--- src/rtl/cdb_arbiter_pkg.sv ---
// cdb_arbiter_pkg: shared ROB tag width and CDB source encoding for the arbiter slice.
package cdb_arbiter_pkg;
    localparam int ROB_SIZE = 4;
    typedef enum logic {CDB_SRC_ALU = 1'b0, CDB_SRC_LSB = 1'b1} cdb_src_e;
endpackage

--- src/rtl/cdb_queue.sv ---
// cdb_queue: small power-of-two FIFO holding pending results for one CDB producer.
module cdb_queue #(
    parameter int W = 36,
    parameter int DEPTH = 2
) (
    input  logic                       clk,
    input  logic                       rst,
    input  logic                       push,
    input  logic                       pop,
    input  logic                       flush,
    input  logic [W-1:0]               din,
    output logic [W-1:0]               head,
    output logic [$clog2(DEPTH):0]     count
);
    localparam int PB = $clog2(DEPTH);
    localparam int CW = PB + 1;
    logic [W-1:0] mem [DEPTH];
    logic [PB-1:0] wp, rp;
    assign head = mem[rp];
    // Pointers wrap naturally at DEPTH; count tells full from empty.
    always_ff @(posedge clk or posedge rst)
        if (rst) begin
            wp <= '0;
            rp <= '0;
            count <= '0;
        end else if (flush) begin
            wp <= '0;
            rp <= '0;
            count <= '0;
        end else begin
            if (push) wp <= wp + 1'b1;
            if (pop) rp <= rp + 1'b1;
            count <= count + CW'(push) - CW'(pop);
        end
    always_ff @(posedge clk)
        if (push && !flush) mem[wp] <= din;
endmodule

--- src/rtl/cdb_arbiter.sv ---
// cdb_arbiter: round-robin arbitration of ALU and LSB results onto one registered CDB broadcast.
module cdb_arbiter
    import cdb_arbiter_pkg::*;
#(
    parameter int ROB_BITS = ROB_SIZE,
    parameter int Q_DEPTH = 2
) (
    input  logic                clk,
    input  logic                rst,
    input  logic                rdy,
    input  logic                flush,
    input  logic                alu_valid,
    input  logic [ROB_BITS-1:0] alu_rob_id,
    input  logic [31:0]         alu_value,
    output logic                alu_stall,
    input  logic                lsb_valid,
    input  logic [ROB_BITS-1:0] lsb_rob_id,
    input  logic [31:0]         lsb_value,
    output logic                lsb_stall,
    output logic                cdb_valid,
    output logic [ROB_BITS-1:0] cdb_rob_id,
    output logic [31:0]         cdb_value,
    output logic                cdb_src
);
    localparam int W = ROB_BITS + 32;
    localparam int CW = $clog2(Q_DEPTH) + 1;
    logic [CW-1:0] alu_count, lsb_count;
    logic [W-1:0] alu_head, lsb_head;
    logic alu_ne, lsb_ne, gnt_lsb, grant, alu_push, lsb_push, alu_pop, lsb_pop, qflush;
    cdb_src_e last_grant;
    always_comb begin
        alu_stall = alu_count == CW'(Q_DEPTH);
        lsb_stall = lsb_count == CW'(Q_DEPTH);
        alu_ne = alu_count != '0;
        lsb_ne = lsb_count != '0;
        gnt_lsb = lsb_ne && (!alu_ne || last_grant == CDB_SRC_ALU);
        grant = alu_ne || lsb_ne;
        qflush = rdy && flush;
        alu_push = rdy && !flush && alu_valid && !alu_stall;
        lsb_push = rdy && !flush && lsb_valid && !lsb_stall;
        alu_pop = rdy && !flush && alu_ne && !gnt_lsb;
        lsb_pop = rdy && !flush && gnt_lsb;
    end
    cdb_queue #(.W(W), .DEPTH(Q_DEPTH)) u_alu_q (
        .clk(clk), .rst(rst), .push(alu_push), .pop(alu_pop), .flush(qflush),
        .din({alu_rob_id, alu_value}), .head(alu_head), .count(alu_count)
    );
    cdb_queue #(.W(W), .DEPTH(Q_DEPTH)) u_lsb_q (
        .clk(clk), .rst(rst), .push(lsb_push), .pop(lsb_pop), .flush(qflush),
        .din({lsb_rob_id, lsb_value}), .head(lsb_head), .count(lsb_count)
    );
    // last_grant only moves on a tie, so a lone source does not steal the next tie.
    always_ff @(posedge clk or posedge rst)
        if (rst) begin
            cdb_valid <= 1'b0;
            cdb_rob_id <= '0;
            cdb_value <= '0;
            cdb_src <= CDB_SRC_ALU;
            last_grant <= CDB_SRC_LSB;
        end else if (rdy) begin
            cdb_valid <= grant && !flush;
            if (grant && !flush) begin
                {cdb_rob_id, cdb_value} <= gnt_lsb ? lsb_head : alu_head;
                cdb_src <= gnt_lsb;
                if (alu_ne && lsb_ne) last_grant <= gnt_lsb ? CDB_SRC_LSB : CDB_SRC_ALU;
            end
        end
endmodule
--- config.mk ---
export PLATFORM = sky130hd
export DESIGN_NAME = cdb_arbiter
export DESIGN_NICKNAME = d
export VERILOG_FILES = /design/src/rtl/cdb_arbiter_pkg.sv /design/src/rtl/cdb_queue.sv /design/src/rtl/cdb_arbiter.sv
export SDC_FILE = /design/constraint.sdc
export NUM_CORES = 1
export LEC_CHECK = 0
export ABC_AREA = 1
export BUFFER_PORTS_ARGS = -buffer_cell sky130_fd_sc_hd__buf_2
export CORE_ASPECT_RATIO = 2
export CORE_MARGIN = 2
export CORE_UTILIZATION = 57
export CTS_BUF_LIST = sky130_fd_sc_hd__clkbuf_8 sky130_fd_sc_hd__clkbuf_16
export DETAILED_ROUTE_END_ITERATION = 10
export GPL_ROUTABILITY_DRIVEN = 0
export PLACE_DENSITY = 0.89
export SYNTH_ARGS = -nofsm -noshare
export SYNTH_HDL_FRONTEND = slang
export SYNTH_SLANG_ARGS = --single-unit
--- constraint.sdc ---
create_clock -name clk -period 3.7 [get_ports clk]
set_input_delay 0.555 -clock clk [delete_from_list [all_inputs] [get_ports clk]]
set_output_delay 0.555 -clock clk [all_outputs]
set_load 0.02 [all_outputs]
==> metrics.txt, run 1 <==
clk slew on worst S/H paths roughly 0.07 ns; Fin. Hold Viols 0; setup TNS 0 ns; Post-CTS Hold Buffers 0; Comb power frac 32.5%; cells on worst reg2reg path 10; 1st-iter DRT viols about 540; DRT Wirelength 17300 um; GRT overflow 0; min-delay worst type primary input to register; Mapped Area 0.00798 mm2; Clk network pwr share 26.5%; Net Sw Frac 36.9%; Seq pwr share 41.0%; post-layout min period 2.44 ns; Final Skew 0.00809 ns; Cell Pwr Density 752 mW/mm2; Pre-antenna DRT Iters 5; Max Slew Vio Count 0; #FFs+latches synth 191; initial antenna violation count 0; fmax 409 MHz; sequential element share of the synthesized area 69.0%; I/O pin count 118; Avg Vias per Cell 5.13; # DRC 0; Worst Path Arrival 2.76 ns; Syn-to-layout area delta 16.6%; Syn Area/Cell 10.5 um2; ANT nets after route 0; FP Rows 61; Design Area, Final between 0.009 and 0.01 mm2; Syn Inst Count 760; CTS max path bufs 2; htree depth 4; Inserted Diodes 0; proportion of layout cells with a drive suffix above 1 19.0%; RR Startpoint u_lsb_q.count[1]; initial core utilization 57.8%; Setup crit start kind register; sw power 2580 uW; fillers between 900 and 1k; fin cells approximately 1.1k; share of the synthesized area in the top cell type a little over half; number of placed cells counting well taps around 1.0k; Global Route Usage Sum 23.6%; die area 0.0150 mm2; Int Power 4410 uW; Core Area 0.0138 mm2; CP Max Fanout 40; top cells by area, synth edfxtp_1 (54%), dfrtp_1 (14%), nand2_1 (11%); max_cap viols 0; vias in the first global route 5259; Gates resized, CTS repair 0; leading area contributor after synthesis edfxtp_1; postcts setup bufs 0; DP Worst Slack ~1.2 ns; critical path class register to register; reg2reg end u_alu_q.count[1]; Max IR drop VDD 0.455 mV; Hold Path Depth 1; I/O Buffers around 120; first-pass GRT wire length 26200 um; clock latency on the worst-skew pair 0.43 ns; relative slew slack 29.5%; count of cell types in the netlist 25; hold path startpoint alu_value[0]; CTS Root Cell clkbuf_16; cell area after placement just under 0.009 mm2; Synth Warn # 0; PnR worst setup slack 1.26 ns; WHS Endpoint u_alu_q.mem[1][0]; WL per Instance 16.1 um; Vias between 5k and 6k; Die W 87.7 um; Synthesized Nets 842; Slew @ Worst Pin 1.06 ns; count of endpoints failing setup in the final report 0; Setup crit end kind register; total CTS buffers 17; largest net degree at the start of global routing 57; DP HPWL 11300 um; Required @ worst endpoint 4.01 ns; CTS tree yes; Die H 171 um; RSZ-0062 raised after global routing false; Layout Utilization 67.3%; status finished clean; clk sink count 191; Lkg Pwr 0.00434 uW; Reg2Reg Setup Slack 1.26 ns; Final nets 952; final period utilization 66.0%
-- cells by family (layout without fill, tap and decap cells) --
kind of cell	count (synthesis)	in the layout	share of synthesized area, %
AOI/OAI and AO/OA	15	15	1.13
adders and majority gates	4	4	0.627
xor gates and xnor gates	4	4	0.439
buffers and inverters	135	258	7.24
and+or+nand+nor	411	411	21.6
DFF	191	191	69.0
-- power groups by stage --
stage | Combinational, uW | Sequential (uW) | Clock [uW]
after CTS | 2270 | 2860 | 1860
after global routing | 2510 | 2890 | 1950
after floorplan | 1400 | 3060 | 0
after global placement | 2140 | 2890 | 0
final | 2270 | 2870 | 1860
after detailed placement | 2230 | 2900 | 0
-- layout by cell type, fill, tap and decap left out --
cell type   count
clkinv_1        1
clkbuf_8        1
clkinv_4        2
edfxtp_1      144
o21ai_1         1
nand2_1       233
nor2_4          5
dfrtp_1        45
nand3_1        77
buf_4           7
a21oi_4         1
nand4_1         1
clkinvlp_4      1
bufinv_16       3
clkbuf_16      17
inv_6           4
o21ai_4         1
ha_1            4
dfrtp_2         1
clkinv_2        1
inv_1         100
xnor2_1         2
and2_0         22
xor2_1          2
dfstp_2         1
o21ai_0        12
inv_2           4
nand2_2         2
and2_1          6
buf_2         117
nor2_1         65
-- worst max-delay path, stage by stage (launching register included) --
cell	delay (ns)
dfrtp_1	0.41
nor2_1	0.26
inv_1	0.12
nand2_2	0.60
nand2_2	0.17
inv_2	0.10
ha_1	0.22
inv_1	0.06
ha_1	0.15
xor2_1	0.17
nor2_1	0.06
-- through the flow --
stage	total power (uW)	hold WS (ns)
2_1_floorplan	4470	0.470
3_3_place_gp	5030	0.461
3_5_place_dp	5120	0.465
4_1_cts	6990	0.301
5_1_grt	7350	0.302
6_report	6990	0.311
-- worst max path at each step --
stage | depth (start not counted) | slack, ns | end | start
floorplan | 5 | 0.80 | u_alu_q.mem[0][0] | flush
detailed placement | 6 | 1.18 | u_alu_q.mem[1][9] | flush
CTS | 10 | 1.28 | u_alu_q.count[1] | u_lsb_q.count[1]
finish | 10 | 1.26 | u_alu_q.count[1] | u_lsb_q.count[1]
global placement | 6 | 1.28 | u_alu_q.mem[1][9] | flush
global route | 10 | 1.09 | u_alu_q.count[1] | u_lsb_q.count[1]
-- cell type report --
type,instances,area [um2],share of cell area [%]
sequential,191,5500,59.2
timing repair buffer,124,638,6.86
multi-input combinational,434,1940,20.8
tap,189,236,2.54
inverter,102,383,4.12
clock inverter,14,166,1.79
clock buffer,18,439,4.72
-- registers in the layout, indices dropped and copies added (netlist names) --
signal and cells:
u_alu_q.count 2, u_lsb_q.wp 1, last_grant 1, u_lsb_q.mem 72, u_alu_q.wp 1, u_alu_q.rp 1, u_lsb_q.rp 1, cdb_rob_id 4
u_alu_q.mem 72, u_lsb_q.count 2, cdb_src 1, cdb_valid 1, cdb_value 32
-- cells in the mapped netlist, drive strengths merged --
cell	instances
edfxtp	144
nor2	70
and2	28
a21oi	1
clkinv	1
buf	30
dfrtp	46
xor2	2
nand3	77
dfstp	1
nand4	1
inv	101
o21ai	14
nand2	235
clkbuf	3
xnor2	2
ha	4
-- per-layer routing --
layer	vias to the layer above	global-route usage, %	part of all wire, %
li1	2631	-	-
met1	2563	29.2	38
met2	247	38.1	51
met3	56	4.17	5.5
met4	0	14.7	5.1
met5	-	0	0
No activity file was read; power rests on OpenSTA's default activity.
==> run 2, diff against run 1 <==
- clock period: 3.7 -> 2.4 ns (I/O delays scaled with it)
==> run 2 against run 1 <==
  * Count of clock-buffer cells in the layout is 1 lower
  * Design area is 0.42% higher
  * Worst setup slack worse by 0.79 ns
  * First-iteration DRC count is 21% lower
  * Clock skew is 0.0016 ns higher
  * Global-route usage is 1.0 points lower
  * Total power is 50% higher
  * Critical path depth stayed put
  * Wire length is 4.9% lower
  * Sequential power is 54% higher
  * Non-clock buffer count is 7 higher
  * Critical endpoint unchanged
  * Largest cell class unchanged
==> metrics.txt, run 2 (synthesis gave the netlist of run 1 again) <==
Worst Path Arrival 2.24 ns (-0.52 ns); GRT overflow 0 (unchanged); Pre-antenna DRT Iters 5 (unchanged); vias in the first global route 5343 (+1.6%); final period utilization 80.4% (+14 points); fin cells 1078 (+0.56%); WL per Instance 15.2 um (-5.5%); Reg2Reg Setup Slack 0.47 ns (-0.79 ns); Die W 87.7 um (unchanged); initial antenna violation count 0 (unchanged); total CTS buffers 17 (unchanged); Inserted Diodes 0 (unchanged); postcts setup bufs 0 (unchanged); Layout Utilization 67.6% (+0.28 points); most common cell after layout, fill and taps aside nand2_1; Global Route Usage Sum 22.6% (-1.0 points); fmax 518 MHz (+27%); # DRC 0 (unchanged); clk slew on worst S/H paths 0.07 ns (about the same); status finished clean; DP Worst Slack 0.535 ns (-0.641 ns); initial core utilization 57.8% (unchanged); Required @ worst endpoint 2.71 ns (-1.30 ns); CTS Root Cell clkbuf_16; 1st-iter DRT viols 426 (-21%); min-delay worst type primary input to register; Gates resized, CTS repair 0 (unchanged); Avg Vias per Cell 5.05 (-1.5%); Syn-to-layout area delta 17.1%; critical path class register to register; post-layout min period 1.93 ns (-0.513 ns); clk sink count 191 (unchanged); Slew @ Worst Pin 0.688 ns (-0.369 ns); clock latency on the worst-skew pair 0.42 ns (about the same); Cell Pwr Density 1120 mW/mm2 (+49%); htree depth 4 (unchanged); setup TNS 0 ns (unchanged); CP Max Fanout 12 (-70%); Setup crit end kind register; FP Rows 61 (unchanged); Setup crit start kind register; relative slew slack 54.0% (+25 points); first-pass GRT wire length 25800 um (-1.5%); Max Slew Vio Count 0 (unchanged); count of endpoints failing setup in the final report 0 (unchanged); Core Area 0.0138 mm2 (unchanged); I/O pin count 118 (unchanged); biggest regs u_alu_q.mem (72), u_lsb_q.mem (72), cdb_value (32); die area 0.0150 mm2 (unchanged); Lkg Pwr 0.00433 uW (-0.20%); CTS max path bufs 2 (unchanged); most frequent cells in the layout nand2_1 (233), edfxtp_1 (144), buf_2 (117); fillers 1020 (+3.4%); CTS tree yes; Fin. Hold Viols 0 (unchanged); PnR worst setup slack 0.470 ns (-0.787 ns); ANT nets after route 0 (unchanged); largest net degree at the start of global routing 46 (-19%); DRT Wirelength 16400 um (-4.9%); RSZ-0062 raised after global routing false; proportion of layout cells with a drive suffix above 1 19.7% (+0.66 points); Final Skew 0.00967 ns (+0.00158 ns); I/O Buffers 117 (unchanged); Post-CTS Hold Buffers 1 (+1); number of placed cells counting well taps 1046 (+0.58%); DP HPWL 11200 um (-0.86%); Max IR drop VDD 0.795 mV (+75%); Die H 171 um (unchanged); Vias 5446 (-0.93%); max_cap viols 0 (unchanged); Final nets 959 (+0.74%)
## run 2: changes by cell type in the layout (fill, tap and decap cells not counted), moves of 2 or more
| cell | change |
|---|---|
| clkinvlp_4 | +5 |
| buf_12 | +4 |
| bufinv_16 | -3 |
| inv_8 | +3 |
| buf_4 | +2 |
| inv_1 | -2 |
| inv_6 | -2 |
## run 2: per-stage QoR
| step | hold WS, ns | instance area (um2) | power (uW) |
|---|---|---|---|
| floorplan | 0.459 | 7980 | 6890 |
| global placement | 0.403 | 8790 | 7800 |
| detailed placement | 0.412 | 8790 | 7900 |
| CTS | 0.109 | 9340 | 10500 |
| global route | 0.115 | 9340 | 11100 |
| finish | 0.119 | 9340 | 10500 |
## run 2: worst paths after layout
kind | from | end | depth (start not counted)
setup / recovery | u_lsb_q.count[1] | u_alu_q.count[1] | 10
hold / removal | alu_value[6] | u_alu_q.mem[0][6] | 1
setup reg to reg | u_lsb_q.count[1] | u_alu_q.count[1] | 10
hold reg to reg | cdb_value[7] | cdb_value[7] | 2
max in group asynchronous | rst | cdb_value[30] | 4
min in group asynchronous | rst | cdb_valid | 3
## run 2: final cells by class
type | count | area, um2 | area share, %
clock buffers | 17 | 425 | 4.55
clock inverters | 14 | 114 | 1.22
inverters | 102 | 383 | 4.10
multi-input cells | 434 | 1940 | 20.7
flip-flops and latches | 191 | 5500 | 58.9
well taps | 189 | 236 | 2.53
repair buffers | 131 | 743 | 7.96
## run 2: worst max-delay path: stages, from the launching register on
cell and delay, ns:
dfrtp_1 0.41, nor2_1 0.25, inv_1 0.11, nand2_2 0.23, nand2_2 0.11, inv_2 0.08
ha_1 0.23, inv_1 0.06, ha_1 0.15, xor2_1 0.15, nor2_1 0.05
## run 2: where the power goes
part	internal, uW	total (uW)	switching, uW
Combinational	1100	3450	2350
Sequential	4060	4430	367
Clock	1340	2570	1230
## run 2: metal layers
| metal | track usage, % | wire length [um] | up-vias |
|---|---|---|---|
| met3 | 3.74 | 905 | 37 |
| li1 | - | - | 2648 |
| met4 | 11.3 | 581 | 0 |
| met2 | 37.1 | 8440 | 230 |
| met1 | 28.9 | 6500 | 2531 |
| met5 | 0 | 0 | - |
==> run 3, diff against run 2 <==
- clock period: 2.4 -> 1.95 ns (I/O delays scaled with it)
==> run 3 against run 2 <==
  * Clock power rose by 32%
  * Worst hold slack got worse by 0.083 ns
  * Design area rose by 0.90%
  * Largest cell class unchanged
  * Highest routed layer unchanged
==> metrics.txt, run 3 (synthesis gave the netlist of run 1 again) <==
Int Power 8240 uW (+27%); postcts setup bufs 0 (unchanged); biggest regs u_alu_q.mem (72), u_lsb_q.mem (72), cdb_value (32); fillers 967 (-5.2%); DRT Wirelength 18200 um (+11%); Setup crit end kind register; clock latency on the worst-skew pair 0.44 ns (+0.02 ns); Clk network pwr share 25.4% (+0.8 points); Layout Utilization 68.2% (+0.61 points); I/O pin count 118 (unchanged); I/O Buffers 117 (unchanged); proportion of layout cells with a drive suffix above 1 20.0% (+0.36 points); Cell Chain, Critical Path nor2_2 > inv_1 > nand2_2 > nand2_2 > inv_2 > ha_1 > inv_1 > ha_1 > xor2_1 > nor2_1; Final nets 962 (+0.31%); RR Startpoint u_lsb_q.count[1]; Worst Path Arrival 2.13 ns (-0.11 ns); CTS tree yes; Sequential cell area 0.00550 mm2 (unchanged); largest net degree at the start of global routing 48 (+4.3%); most common cell after layout, fill and taps aside nand2_1; delay-heaviest family, CP simple AND/OR/NAND/NOR gates; Cell Pwr Density 1410 mW/mm2 (+26%); DP HPWL 12000 um (+6.6%); Comb power frac 34.1% (+1.1 points); setup TNS 0 ns (unchanged); ANT nets after route 0 (unchanged); area of the multi-input gates 0.00194 mm2 (+0.13%); WL per Instance 16.8 um (+10%); initial antenna violation count 0 (unchanged); sw power 5070 uW (+28%); Syn-to-layout area delta 18.1%; max incr delay on CP 0.41 ns (about the same); min-delay worst type primary input to register; Avg Vias per Cell 5.27 (+4.2%); die area 0.0150 mm2 (unchanged); count of endpoints failing setup in the final report 0 (unchanged); clk slew on worst S/H paths 0.07 ns (about the same); cells on worst reg2reg path 10 (unchanged); Core Area 0.0138 mm2 (unchanged); Die W 87.7 um (unchanged); most frequent cells in the layout nand2_1 (233), edfxtp_1 (144), buf_2 (117); status finished clean; vias in the first global route 5642 (+5.6%); number of placed cells counting well taps 1049 (+0.29%); Setup crit start kind register; CTS max path bufs 2 (unchanged); Max Slew Vio Count 0 (unchanged); Lkg Pwr 0.00438 uW (+1.2%); Max IR drop VDD 0.956 mV (+20%); clk sink count 191 (unchanged); Fin. Hold Viols 0 (unchanged); Hold Path Depth 1 (unchanged); PnR worst setup slack 0.145 ns (-0.325 ns); max_cap viols 0 (unchanged); Die H 171 um (unchanged); Required @ worst endpoint 2.27 ns (-0.44 ns); DP Worst Slack 0.144 ns (-0.391 ns); fin cells 1082 (+0.37%); # DRC 0 (unchanged); GRT overflow 0 (unchanged); Vias 5697 (+4.6%); Seq pwr share 40.4% (-2.0 points); Reg2Reg Setup Slack 0.15 ns (-0.32 ns); htree depth 4 (unchanged); CP max stage cell dfrtp_1; first-pass GRT wire length 28000 um (+8.8%); reg2reg end u_alu_q.count[1]; WHS Endpoint u_alu_q.mem[0][32]; Worst Path Buf+Inv 3 (unchanged); final period utilization 92.6% (+12 points); Pre-antenna DRT Iters 6 (+1); total CTS buffers 17 (unchanged); Final Skew 0.00714 ns (-0.00253 ns); CP Max Fanout 4 (-8); post-layout min period 1.80 ns (-0.125 ns); fmax 554 MHz (+6.9%); Global Route Usage Sum 25.2% (+2.6 points); initial core utilization 57.8% (unchanged); FP Rows 61 (unchanged); hold path startpoint alu_rob_id[0]; critical path class register to register; Inserted Diodes 0 (unchanged); CTS Root Cell clkbuf_16; Slew @ Worst Pin 0.533 ns (-0.155 ns); Net Sw Frac 38.1% (+0.25 points); RSZ-0062 raised after global routing false; relative slew slack 64.4% (+10 points); 1st-iter DRT viols 714 (+68%)
## run 3: worst max-delay path by stage
stage                          start                 to  slack [ns]  cells after the start
global placement               flush   u_alu_q.count[1]        0.23                     11
finish              u_lsb_q.count[1]   u_alu_q.count[1]        0.15                     10
floorplan                      flush  u_alu_q.mem[0][0]       -0.12                      5
CTS                 u_lsb_q.count[1]   u_alu_q.count[1]        0.12                     10
global route        u_lsb_q.count[1]   u_alu_q.count[1]        0.01                     10
detailed placement             flush   u_alu_q.count[1]        0.14                     11
## run 3: power by group through the flow
stage / combinational (uW) / clock (uW) / sequential [uW]
global route: 5030 / 3560 / 5420
floorplan: 2670 / 0 / 5810
CTS: 4530 / 3390 / 5360
global placement: 4260 / 0 / 5410
finish: 4540 / 3390 / 5380
detailed placement: 4440 / 0 / 5420
## run 3: metrics by stage
stage	power (uW)	hold WS [ns]	cell area (um2)
6_report	13300	0.0365	9430
5_1_grt	14000	0.0272	9430
4_1_cts	13300	0.0294	9420
3_5_place_dp	9870	0.365	8840
3_3_place_gp	9670	0.353	8840
2_1_floorplan	8480	0.391	7990
## run 3: layer usage
metal	up-vias	GRT usage, %	share of wire [%]
met3	65	5.47	7.0
met4	0	15.2	5.0
met5	-	0	0
met1	2674	30.3	37
met2	303	41.0	51
li1	2655	-	-
## run 3: cell type report
class                   count  share of cell area (%)
clock buffers              18                    4.66
clock inverters            14                    1.42
inverters                 102                    4.06
multi-input cells         434                    20.6
flip-flops and latches    191                    58.4
well taps                 189                    2.51
repair buffers            134                    8.39
## run 3: repair_timing
item                       in CTS  in global routing
setup endpoints to repair       0                  1
hold endpoints to repair       46                  0
resized for setup               0                  1
hold buffers                    1                  0
